[config.mk]
export PLATFORM = sky130hd
export DESIGN_NAME = fifo_simple
export DESIGN_NICKNAME = d
export VERILOG_FILES = /design/src/rtl/fifo_simple.sv
export SDC_FILE = /design/constraint.sdc
export NUM_CORES = 1
export LEC_CHECK = 0
export ABC_AREA = 1
export CAP_MARGIN = 20
export CORE_ASPECT_RATIO = 1.4
export CORE_UTILIZATION = 54
export CTS_CLUSTER_DIAMETER = 60
export CTS_CLUSTER_SIZE = 8
export DETAILED_ROUTE_END_ITERATION = 10
export PLACE_DENSITY = 0.78
export RECOVER_POWER = 25
export SLEW_MARGIN = 20
export SYNTH_ARGS = -nofsm -noshare
export SYNTH_HDL_FRONTEND = slang
export SYNTH_SLANG_ARGS = --single-unit
export TNS_END_PERCENT = 30
[constraint.sdc]
create_clock -name clk -period 1.8 [get_ports clk]
set_input_delay 0.18 -clock clk [delete_from_list [all_inputs] [get_ports clk]]
set_output_delay 0.18 -clock clk [all_outputs]
set_load 0.05 [all_outputs]
[src/rtl/fifo_simple.sv]
// Single-clock show-ahead FIFO: the head entry is always visible on read_data.
// Writes to a full FIFO and reads from an empty FIFO are dropped. A read and a
// write on a full FIFO are both accepted, so the freed slot is refilled.
// Optional build macro FIFO_SIMPLE_ERR_FLAGS_EN adds registered overflow and
// underflow pulse outputs that flag rejected writes and reads.
module fifo_simple #(
   parameter int FIFO_DEPTH      = 4,
   parameter int FIFO_DATA_WIDTH = 8
) (
   input  logic                       clk,
   input  logic                       reset,
   input  logic                       write,
   input  logic                       read,
   input  logic [FIFO_DATA_WIDTH-1:0] write_data,
   output logic [FIFO_DATA_WIDTH-1:0] read_data,
   output logic                       empty,
`ifdef FIFO_SIMPLE_ERR_FLAGS_EN
   output logic                       full,
   output logic                       overflow,
   output logic                       underflow
`else
   output logic                       full
`endif
);

   localparam int PTR_W = (FIFO_DEPTH > 1) ? $clog2(FIFO_DEPTH) : 1;
   localparam int CNT_W = $clog2(FIFO_DEPTH + 1);

   localparam logic [PTR_W-1:0] LAST_PTR = PTR_W'(FIFO_DEPTH - 1);
   localparam logic [CNT_W-1:0] FULL_CNT = CNT_W'(FIFO_DEPTH);

   logic [FIFO_DATA_WIDTH-1:0] mem [FIFO_DEPTH];
   logic [PTR_W-1:0]           wptr;
   logic [PTR_W-1:0]           rptr;
   logic [CNT_W-1:0]           count;
   logic                       rd_acc;
   logic                       wr_acc;

   // Pointers wrap explicitly so that depths which are not a power of two work.
   function automatic logic [PTR_W-1:0] next_ptr(input logic [PTR_W-1:0] p);
      return (p == LAST_PTR) ? '0 : p + PTR_W'(1);
   endfunction

   // A write on a full FIFO is still accepted when the same edge pops the head.
   assign rd_acc = read && !empty;
   assign wr_acc = write && (!full || rd_acc);

   // Both flags come from the registered count and change only after an edge.
   assign empty = (count == '0);
   assign full  = (count == FULL_CNT);

   // Storage array, written only when a write is accepted.
   // NOTE: the data array has no reset. Pointers and count define which entries
   // are valid, and leaving the array out of reset lets it map to plain RAM.
   always_ff @(posedge clk) begin
      if (!reset && wr_acc) begin
         mem[wptr] <= write_data;
      end
   end

   // Pointer and occupancy registers, with reset taking priority over traffic.
   // NOTE: sequential state uses non-blocking assignments only, so every
   // register samples the values from before the edge.
   always_ff @(posedge clk) begin
      if (reset) begin
         wptr  <= '0;
         rptr  <= '0;
         count <= '0;
      end else begin
         if (wr_acc) wptr <= next_ptr(wptr);
         if (rd_acc) rptr <= next_ptr(rptr);
         case ({wr_acc, rd_acc})
            2'b10:   count <= count + CNT_W'(1);
            2'b01:   count <= count - CNT_W'(1);
            default: count <= count;
         endcase
      end
   end

   // Show-ahead output: the head entry, forced to zero while the FIFO is empty.
   // NOTE: the default assignment comes first, so every path assigns read_data
   // and no latch is inferred.
   always_comb begin
      read_data = '0;
      if (!empty) begin
         read_data = mem[rptr];
      end
   end

`ifdef FIFO_SIMPLE_ERR_FLAGS_EN
   // One-cycle pulses that flag a write or read rejected at the previous edge.
   always_ff @(posedge clk) begin
      if (reset) begin
         overflow  <= 1'b0;
         underflow <= 1'b0;
      end else begin
         overflow  <= write && !wr_acc;
         underflow <= read && empty;
      end
   end
`endif

endmodule

==> results.cfg <==
[clocking]
cts_buffers = 5
htree_levels = 2
hold_buffers = 0
cts_tree = done
clk_path_buf_depth = 2
path_clk_slew_ns = 0.07
cts_setup_buffers = 0
clock_latency_ns = 0.29
cts_sinks = 41
clockRootBuffer = clkbuf_8

[setup_path]
worstRegToRegCells = 10
end_kind = output port
cp-start-kind = flop
cp_max_fo = 9
r2r_slack_ns = 0.16
timing.rr.start = count[1]
slowest_stage = dfxtp_1
arrival_ns = 1.53
crit_chain = nor2_4, nand2_2, clkinv_2, a21oi_1, buf_12
cp_slowest_stage_delay_ns = 0.39
timing_worst_setup_path_type = flop to output port
r2r_end = count[2]
worstPathRequired_ns = 1.62

[sta]
slew_headroom_pct = 81.1
worst_pin_slew_ns = 0.283
finalSetupViolCount = 0
finalClockSkew_ns = 0.00677
tns_ns = 0
whs_ns = 0.520
period_needed_ns = 1.71
grt_setup_unrepaired = true
fin_crit_sh_pct = 95.2
fmax_mhz = 583
hold_viol = 0
slew_viol_final = 0

[drt]
drt_iter0_drc = 50
top_layer = met4
dr_wl_met3_um = 140
drt_first_pass_iters = 7
post_drt_wl_per_cell_um = 14.3
wl_met1_um = 1290
drtAntennaViolNets = 0
routed_via_density = 5.19
wirelength_um = 3350
vias = 1220
met2_length_um = 1790
drc = 0

[logic_synthesis]
netlist.area_leader.share_pct = 54.0
yosysUniqueCellTypes = 24
yosysWarnings = 0
synth_area_leaders = edfxtp_1 54%, dfxtp_1 10%, nor2_1 8.9%
ys_ff_latch = 41
synth_most_common_cell = nor2_1
syn_avg_cell_area_sq_um = 11.0
synth-edff-count = 32
yosysTopAreaCell = edfxtp_1
async_flop_share_pct = 0
netlist_area_sq_mm = 0.00178
syn_inst = 162
synth_common_cells = 42 x nor2_1, 32 x edfxtp_1, 20 x o21ai_0, 14 x inv_1, 12 x a21oi_1
synth_flop_cell = edfxtp_1
ys_seq_area_share_pct = 64.1
syn_nets = 180

[power]
power_frac_comb_pct = 42.4
switching_share_pct = 36.3
p_leak_uw = 0.000896
pwr-share-seq_pct = 37.7
power.density_mw_per_mm2 = 1310
power.share.clock_pct = 19.9
ir_worst_vdd_v = 0.000851
power.total_uw = 2970
p_int_uw = 1890
p_sw_uw = 1080

[min_path]
min_path_cells = 2
hold_class = flop to flop
hold_end = rptr[1]
hp-start = rptr[1]

[global_routing]
grt_pass1_wl_um = 5520
grt_pass1_vias = 1279
grt_max_degree = 18
grt_usage_pct = 22.3
antenna_found_initial = 0
grt_overflow = 0

[cells_and_area]
final_cell_area_sq_mm = 0.00227
n_antenna_cell = 0
drive_gt1_share_pct = 21.9
final_nets = 213
area_growth_pct = 27.6

[floorplan]
die_width_um = 50.5
start_util_pct = 57.0
coreArea_sq_mm = 0.00312
fp.dieH_um = 69.9
num_rows = 24
io_pins = 22
floorplan.die_area_sq_mm = 0.00353

[placed_design]
io_buffers = 21
dp_hpwl_um = 2350
gp_congestion = 0.760
placed_area_sq_mm = 0.00216

[run_status]
status = complete, no violations

[job]
cap_violations = 0
==> placed cells by master, fill, tap and decap left out, types with 5 or more instances in the layout <==
master and instances:
a21oi_1 8, buf_12 9, buf_4 10, clkbuf_8 6, clkdlybuf4s50_1 6, dfxtp_1 9
dlygate4sd3_1 5, edfxtp_1 32, ha_1 5, inv_1 14, nor2_1 42, o21ai_0 17
==> critical path, delay by kind of cell (launching register included) <==
kind                   cells  cell delay [ns]
AOI/OAI and AO/OA          1             0.30
buffers and inverters      2             0.39
DFF                        1             0.39
and+or+nand+nor            2             0.17
==> how the worst max path moves through the flow <==
stage	start	endpoint	slack, ns	depth (start not counted)
after global routing	flop	read_data[2]	-0.006	6
after floorplan	count[1]	read_data[0]	-0.27	4
after detailed placement	read	count[2]	-0.04	9
after global placement	read	count[2]	0.04	9
after CTS	flop	read_data[3]	0.03	5
final	count[1]	read_data[5]	0.09	5
==> registers in the layout, summed over array words and instances (netlist names), named ones only <==
register  cells
mem          32
count         3
rptr          2
wptr          2
==> metrics by stage <==
stage | std cells | worst slack (ns) | util, %
finish | 235 | 0.0861 | 72.8
global route | 235 | -0.00573 | 72.8
CTS | 235 | 0.0329 | 72.6
detailed placement | 227 | -0.0382 | 69.2
global placement | 227 | 0.0364 | 69.2
floorplan | 162 | -0.267 | -
==> power groups by stage <==
stage | registers [uW] | logic, uW | clock network, uW
6_report | 1120 | 1260 | 592
5_1_grt | 1120 | 1340 | 641
4_1_cts | 1120 | 1250 | 605
3_5_place_dp | 1140 | 1230 | 0
3_3_place_gp | 1140 | 1190 | 0
2_1_floorplan | 1130 | 701 | 0
==> logic make-up after synthesis <==
| family | synth area share [%] |
|---|---|
| compound gates | 9.98 |
| fa+ha+maj | 4.64 |
| buf+inv | 5.76 |
| flops | 64.1 |
| simple gates | 15.5 |
==> per-layer routing <==
layer	vias to the layer above	track usage (%)
met5	-	0
met4	0	15.7
met3	10	6.54
met2	35	38.7
met1	567	21.7
li1	608	-
==> repair_timing <==
item                       4_1_cts  5_1_grt
gates resized for setup          4        6
pin swaps                        0        1
hold endpoints to repair         0        0
setup endpoints to repair        8        8
==> final cells by class <==
class	instances	area [sq um]
Sequential cell	41	1140
Fill cell	216	851
Multi-Input combinational cell	99	552
Timing Repair Buffer	30	365
Clock buffer	6	82.6
Inverter	18	73.8
Tap cell	39	48.8
Clock inverter	2	8.76
Note: power is estimated with default switching activity, not from simulation.
